[src/rtl/clk_divider_prog.sv]
// Multi-channel programmable clock-enable generator. Each channel divides clk_in by N and emits a
// one-cycle tick plus a ~50% square wave. New divisors apply only at a period boundary or on sync.
module clk_divider_prog #(
    parameter int NUM_CH      = 2,
    parameter int CNT_W       = 16,
    parameter int DEFAULT_DIV = 2,
    parameter int SEL_W       = (NUM_CH > 1) ? $clog2(NUM_CH) : 1
) (
    input  logic              clk_in,
    input  logic              reset,
    input  logic [NUM_CH-1:0] en,
    input  logic              sync,
    input  logic              div_wr,
    input  logic [SEL_W-1:0]  div_sel,
    input  logic [CNT_W-1:0]  div_val,
    output logic              div_ack,
    output logic              div_err,
    output logic [NUM_CH-1:0] pend,
    output logic [NUM_CH-1:0] tick,
    output logic [NUM_CH-1:0] clk_out
);

    localparam logic [CNT_W-1:0] DEF_DIV  = CNT_W'(DEFAULT_DIV);
    localparam logic [SEL_W:0]   NUM_CH_S = (SEL_W + 1)'(NUM_CH);

    logic [CNT_W-1:0]  cnt_q      [NUM_CH];
    logic [CNT_W-1:0]  cnt_d      [NUM_CH];
    logic [CNT_W-1:0]  div_cur_q  [NUM_CH];
    logic [CNT_W-1:0]  div_cur_d  [NUM_CH];
    logic [CNT_W-1:0]  div_pend_q [NUM_CH];
    logic [CNT_W-1:0]  div_pend_d [NUM_CH];
    logic [NUM_CH-1:0] pend_v_q, pend_v_d;
    logic [NUM_CH-1:0] tick_q, tick_d;
    logic [NUM_CH-1:0] clk_out_q, clk_out_d;
    logic              ack_q, ack_d;
    logic              err_q, err_d;
    logic              wr_ok;

    always_comb begin
        wr_ok = ({1'b0, div_sel} < NUM_CH_S) && (div_val >= CNT_W'(2));
        ack_d = div_wr & wr_ok;
        err_d = div_wr & ~wr_ok;
        for (int i = 0; i < NUM_CH; i++) begin
            cnt_d[i]      = cnt_q[i];
            div_cur_d[i]  = div_cur_q[i];
            div_pend_d[i] = div_pend_q[i];
            pend_v_d[i]   = pend_v_q[i];
            tick_d[i]     = 1'b0;
            clk_out_d[i]  = clk_out_q[i];
            // A boundary (wrap or sync) consumes the pending divisor held before this cycle's write.
            if (sync || (en[i] && (cnt_q[i] == div_cur_q[i] - CNT_W'(1)))) begin
                cnt_d[i]    = '0;
                pend_v_d[i] = 1'b0;
                tick_d[i]   = ~sync;
                if (pend_v_q[i]) begin
                    div_cur_d[i] = div_pend_q[i];
                end
            end else if (en[i]) begin
                cnt_d[i] = cnt_q[i] + CNT_W'(1);
            end
            if (sync || en[i]) begin
                clk_out_d[i] = (cnt_d[i] < (div_cur_d[i] >> 1));
            end
            if (ack_d && (div_sel == SEL_W'(i))) begin
                div_pend_d[i] = div_val;
                pend_v_d[i]   = 1'b1;
            end
        end
    end

    always_ff @(posedge clk_in) begin
        if (reset) begin
            for (int i = 0; i < NUM_CH; i++) begin
                cnt_q[i]      <= '0;
                div_cur_q[i]  <= DEF_DIV;
                div_pend_q[i] <= DEF_DIV;
            end
            pend_v_q  <= '0;
            tick_q    <= '0;
            clk_out_q <= '0;
            ack_q     <= 1'b0;
            err_q     <= 1'b0;
        end else begin
            for (int i = 0; i < NUM_CH; i++) begin
                cnt_q[i]      <= cnt_d[i];
                div_cur_q[i]  <= div_cur_d[i];
                div_pend_q[i] <= div_pend_d[i];
            end
            pend_v_q  <= pend_v_d;
            tick_q    <= tick_d;
            clk_out_q <= clk_out_d;
            ack_q     <= ack_d;
            err_q     <= err_d;
        end
    end

    assign div_ack = ack_q;
    assign div_err = err_q;
    assign pend    = pend_v_q;
    assign tick    = tick_q;
    assign clk_out = clk_out_q;

endmodule
[config.mk]
export PLATFORM = sky130hd
export DESIGN_NAME = clk_divider_prog
export DESIGN_NICKNAME = d
export VERILOG_FILES = /design/src/rtl/clk_divider_prog.sv
export SDC_FILE = /design/constraint.sdc
export NUM_CORES = 1
export LEC_CHECK = 0
export ABC_AREA = 1
export CORE_UTILIZATION = 35
export CTS_CLUSTER_SIZE = 14
export DETAILED_ROUTE_END_ITERATION = 12
export PLACE_DENSITY_LB_ADDON = 0.12
export SKIP_LAST_GASP = 1
export SLEW_MARGIN = 20
export SYNTH_ARGS = -nofsm -noshare
export SYNTH_HDL_FRONTEND = slang
export SYNTH_SLANG_ARGS = --single-unit
[constraint.sdc]
create_clock -name clk_in -period 2.9 [get_ports clk_in]
set_input_delay 0.29 -clock clk_in [delete_from_list [all_inputs] [get_ports clk_in]]
set_output_delay 0.29 -clock clk_in [all_outputs]
set_load 0.02 [all_outputs]
-- After elaboration in Yosys (flattened, before gate mapping)
Memory sizes are Yosys's and may differ from the RTL's.
Index checks and enable logic that the tools add are counted.
- bitwise operators: 13
- multiplexer cells: 23
- multiply operators: 0
- divide/modulo/power cells: 0
- shift-type cells: 0
- $lt $le $gt $ge: 3
- add/subtract/negate cells: 4
- eq/ne operators: 2
- reduce and logical (&&, ||, !) cells: 12
- operator list (operator ; number):
    2-to-1 mux 16 bit ; 16
    adder 16 x 1 -> 16 bit, second input constant ; 2
    equality test 16 bit ; 2
    < comparator 16 x 15 -> 1 bit ; 2
    subtractor 16 x 1 -> 16 bit, second input constant ; 2
    >= comparator 16 x 2 -> 1 bit, second input constant ; 1
    2-to-1 mux 1 bit ; 7
    OR 1 bit ; 6
    NOT 1 bit ; 5
    logical AND 1 bit ; 4
    logical OR 1 bit ; 4
    nonzero test 2 bit ; 2
    OR reduction 2 bit ; 2
    bitwise AND 1 bit ; 2
- memories kept: 3
- input bits: 23
- memory bits (writable): 96
- output and inout bits: 8
- register bits after elaboration: 8
- bits in read-only memories: 0
- logic and storage cells: 68
- latch bits: 0
- memory list (memory ; depth ; bits a word ; read ports ; clocked after memory_dff ; write ports ; line ; text):
    cnt_q ; 2 ; 16 ; 2 ; 0 ; 2 ; 26 ; logic [CNT_W-1:0] cnt_q [NUM_CH];
    div_cur_q ; 2 ; 16 ; 2 ; 0 ; 2 ; 28 ; logic [CNT_W-1:0] div_cur_q [NUM_CH];
    div_pend_q ; 2 ; 16 ; 2 ; 0 ; 2 ; 30 ; logic [CNT_W-1:0] div_pend_q [NUM_CH];

-- Depth between registers and ports, before layout
Gate-level depths: netlist of the first run.
- depth in word-level cells: 6
- depth in mapped cells: 28
- gate-level depth less buffers: 27

-- Worst setup path before layout of the first run
Ideal clock, no wire load.
- kind: reg-to-reg
- start point: memory div_cur_q[1][0], in the netlist div_cur_q[0][16]
- end point: register clk_out_q[1], in the netlist clk_out[1]
- path buffers: 1
- cell stages (with the launch flop): 25
- arrival: 2.855 ns
- slack: -0.026 ns
- period minus slack after synthesis: 2.926 ns
- cells stage by stage: dfxtp_1 > inv_2 > ha_1 > or2_0 > nand3_1 > nand2_1 > nor2_1 > nand2_1 > nor3_1 > nand3_1 > nand2_1 > inv_2 > nor2_4 > buf_4 > nand2_1 > nand2_1 > inv_2 > ha_1 > a21oi_1 > nor2_1 > a211oi_1 > nor2_1 > nor3_1 > nand2_1 > a21oi_1
- RTL lines (what ; line ; text):
    start, declared ; 28 ;
    end signal, assigned ; 91 ; clk_out_q <= clk_out_d;
    end, declared ; 34 ; logic [NUM_CH-1:0] clk_out_q, clk_out_d;

==> results.md, run 1 <==
* Status: finished with violations
* Failing checks: negative setup slack
* CP Launch Type: register
* CP Max Fanout at 20
* Clk_skew at roughly 0.015 ns
* WS Path Type: reg -> reg
* Total track usage at roughly a fifth
* Worst r2r dst: clk_out[1]
* Hold endpoint: div_pend_q[0][10]
* RSZ-0062 raised after global routing: true
* Ant. Diodes at 0
* Final ANT Viol Nets at 0
* Worst-path clk slew at ~0.070 ns
* Root buffer cell: clkbuf_16
* Worst path buffer plus inverter count at 3
* Fin area at between 0.008 and 0.009 mm²
* Layout fillers at 1738
* Clk Latency, worst-skew pair at 0.36 ns
* Worst vdd ir at around 0.00033 V
* Achievable Freq at between 300 and 400 MHz
* Global-route wire length before repair at between 20000 and 30000 µm
* Worst R2R Start: div_cur_q[0][17]
* GPL Wtd Cong at approximately 0.86
* Sw power at a little under 900 µW
* Routed WL per cell at 13.7 µm
* Fin. max-slew vios at 0
* I/O pin count at 31
* Flop-to-flop setup slack at -0.20 ns
* Via density per instance at ~4.7
* Critical Path Sink Type: register
* Residual DRC at 0
* Port Buf Inserts at 30
* Total internal power at approximately 2400 µW
* Setup violators final at 3
* Slew @ Worst Pin at between 0.9 and 1 ns
* Core box area at between 0.015 and 0.02 mm²
* First-iteration detailed-routing DRC count at 334
* Slowest-stage cell, CP: dfxtp_2
* Nets at approximately 1200
* Critical Path AT at between 3 and 4 ns
* Die height at between 100 and 150 µm
* Crit-path max cell delay at 0.36 ns
* Cell family with most CP delay: simple AND/OR/NAND/NOR gates
* Fin worst setup slack at -0.196 ns
* GRT overflow at 0
* Post-synth cell types at 38
* Clock Path Buffers at 2
* Layout cell share with drive strength beyond 1 at around 29%
* Mapped cell area at 0.00625 mm²
* CP Cell Sequence: inv_2 > ha_4 > xor2_1 > nand3_1 > nor2_2 > nand2_1 > nor3_2 > nand3_2 > nand2_2 > buf_4 > buf_4 > nor2_1 > ha_4 > a21oi_2 > nor2_2 > a211oi_2 > nor2_1 > nor3_1 > nand2_1 > a21oi_1
* Initial core utilization at a little over a third
* Post-route clock period utilization at 107%
* Routed WL at 18400 µm
* Power per Cell Area at 376 mW/mm²
* Min-delay src: div_pend_q[0][10]
* Worst slack at placement at -0.345 ns
* DP Area at about 0.0077 mm²
* Synth Register Bits at roughly 100
* DR vias at 6269
* Post-Syn Area per Cell at 6.57 µm²
* Yosys warning count at 0
* Max cap viols at 0
* Drt first pass iters at 4
* Reg2reg path depth at 20
* Share of power burned in registers at a little under half
* Vias in the first global route at about 5800
* CTS tree: built
* H-tree depth at 3
* Cts bufs inserted at 9
* Clock share of power at around two fifths
* Die width at 136 µm
* LEAKAGE at 0.00404 µW
* Estimated wirelength of the detail-placed design at 13900 µm
* Comb pwr share at between 10% and 20%
* Synthesized instance count at 951
* FP Rows at 48
* Initial antenna violation count at 0
* Sequential-to-total area share from yosys stat at between 30 and 40%
* Slew HR at ~38%
* Mapped Nets at 1006
* Die area at between 0.015 and 0.02 mm²
* Final min period at 3.10 ns
* Largest net degree at the start of global routing at 83
* HP Class: reg -> reg
* Layout area overhead at 39.7%
* Net Sw Frac at 27.3%
* Worst EP required at 3.18 ns
* CTS Sinks at 104
* Hold Path Stages at 2
* Post-CTS Hold Buffers at 0
* Final count of hold timing violations at 0
==> power by group through the flow <==
stage               clock network (µW)  logic [µW]  registers (µW)
floorplan                            0         251            1530
global placement                     0         436            1530
detailed placement                   0         437            1530
CTS                               1310         473            1500
global route                      1350         558            1500
finish                            1280         500            1500
==> area by class of cell <==
type	count	area (µm²)	area share, %
Multi-Input combinational cell	713	4110	47.1
Sequential cell	104	2100	24.1
Timing Repair Buffer	181	1520	17.4
Inverter	107	412	4.72
Tap cell	225	282	3.23
Clock buffer	10	239	2.74
Clock inverter	5	62.6	0.717
==> worst register-to-register path: stages, from the launching register on <==
cell and delay [ns]:
dfxtp_2 0.36, inv_2 0.06, ha_4 0.26, xor2_1 0.14, nand3_1 0.11, nor2_2 0.13, nand2_1 0.07, nor3_2 0.17
nand3_2 0.11, nand2_2 0.09, buf_4 0.11, buf_4 0.23, nor2_1 0.14, ha_4 0.26, a21oi_2 0.14, nor2_2 0.06
a211oi_2 0.18, nor2_1 0.06, nor3_1 0.17, nand2_1 0.07, a21oi_1 0.13
==> synthesized netlist by cell type <==
| master | number | area (µm²) |
|---|---|---|
| xnor2_1 | 12 | 105 |
| a21o_1 | 1 | 7.51 |
| mux2i_1 | 2 | 20.0 |
| a21oi_1 | 35 | 175 |
| xor2_1 | 35 | 307 |
| inv_2 | 40 | 150 |
| nor4_4 | 1 | 21.3 |
| buf_4 | 4 | 30.0 |
| nand3_2 | 2 | 20.0 |
| nor3_1 | 40 | 200 |
| nand3_1 | 49 | 245 |
| ha_1 | 32 | 400 |
| or2_1 | 1 | 6.26 |
| nor3_4 | 3 | 48.8 |
| nor2_8 | 1 | 20.0 |
| and2_1 | 1 | 6.26 |
| nand3b_1 | 4 | 30.0 |
| nor4_1 | 6 | 37.5 |
| nor2_4 | 3 | 33.8 |
| inv_1 | 66 | 248 |
| a211oi_1 | 3 | 22.5 |
| or2_2 | 1 | 6.26 |
| nor2_2 | 4 | 25.0 |
| or2_0 | 1 | 6.26 |
| buf_2 | 8 | 40.0 |
| clkbuf_1 | 15 | 56.3 |
| a21oi_2 | 1 | 8.76 |
| nand2_1 | 258 | 968 |
| nand4_1 | 6 | 37.5 |
| o21ai_0 | 21 | 105 |
| nor2_1 | 164 | 616 |
| dfxtp_1 | 104 | 2080 |
| clkinv_1 | 1 | 3.75 |
| xnor2_2 | 1 | 16.3 |
| o21ai_1 | 15 | 75.1 |
| nand2_2 | 7 | 43.8 |
| o21ai_2 | 1 | 8.76 |
| a31oi_1 | 2 | 12.5 |
==> cell families (layout without fill, tap and decap cells) <==
group,count (synthesis),after routing,synth area share [%]
and+or+nand+nor,552,552,38.0
buffers and inverters,134,303,8.45
DFF,104,104,33.3
AOI/OAI and AO/OA,79,79,6.65
xor gates and xnor gates,48,48,6.85
adders and majority gates,32,32,6.41
muxes,2,2,0.321
==> worst max-delay path by stage <==
stage                           from          to  slack, ns  cells after the start
floorplan           div_cur_q[0][17]  clk_out[1]       0.01                     24
global placement               en[1]  clk_out[1]      -0.34                     24
detailed placement             en[1]  clk_out[1]      -0.35                     24
CTS                  div_cur_q[0][1]  clk_out[0]      -0.21                     26
global route         div_cur_q[0][1]  clk_out[0]      -0.40                     26
finish              div_cur_q[0][17]  clk_out[1]      -0.20                     20
==> cells in the final DEF (no fill, tap or decap), types with 5 or more instances in the layout <==
cell type,n
buf_4,139
a21oi_2,5
xnor2_1,12
nor2_1,142
nor2_2,15
xor2_1,34
nand2_1,238
ha_1,16
clkbuf_16,9
nand2_4,6
inv_1,64
o21ai_1,10
dfxtp_2,9
a21oi_1,31
ha_4,15
o21ai_2,6
o21ai_0,21
buf_6,9
nand4_1,6
clkdlybuf4s50_1,29
dfxtp_1,93
nor3_2,5
nand2_2,21
nor4_1,6
nand3_1,46
inv_2,38
nor3_1,35
nor2_4,14
nand3_2,5
==> repair_timing <==
action,CTS,global route
buffers inserted,14,5
endpoints found under the hold margin,0,0
resized for setup,50,77
gates cloned,2,0
setup endpoints to repair,2,3
pin swaps,12,45
==> metal layers <==
metal,global-route usage [%],wire (µm),vias to the layer above
met5,0,0,-
met4,6.49,275,0
li1,-,-,3330
met3,1.91,667,16
met1,31.0,9570,2820
met2,31.4,7920,103
==> registers in the layout (all words and copies together) (netlist names) <==
| signal | flops |
|---|---|
| cnt_q | 32 |
| div_cur_q | 32 |
| div_pend_q | 32 |
| clk_out | 2 |
| pend | 2 |
| tick | 2 |
| div_ack | 1 |
| div_err | 1 |
==> per-stage QoR <==
stage	instances	util (%)	power [µW]	hold WS (ns)	TNS, ns
6_report	1345	50.3	3280	0.458	-0.535
5_1_grt	1345	50.3	3420	0.474	-1.13
4_1_cts	1341	48.4	3280	0.459	-0.565
3_5_place_dp	1311	44.4	1970	0.449	-0.661
3_3_place_gp	1311	44.4	1970	0.444	-0.672
2_1_floorplan	951	-	1780	0.369	0
Note: power is estimated with default switching activity, not from simulation.
==> inputs of run 2 (changes only) <==
--- a/config.mk
+++ b/config.mk
@@ -11,7 +11,6 @@
 export DETAILED_ROUTE_END_ITERATION = 12
 export PLACE_DENSITY_LB_ADDON = 0.12
 export SKIP_LAST_GASP = 1
-export SLEW_MARGIN = 20
 export SYNTH_ARGS = -nofsm -noshare
 export SYNTH_HDL_FRONTEND = slang
 export SYNTH_SLANG_ARGS = --single-unit
==> results of run 2 <==
No change in the layout: final DEF, timing and power equal those of run 1.
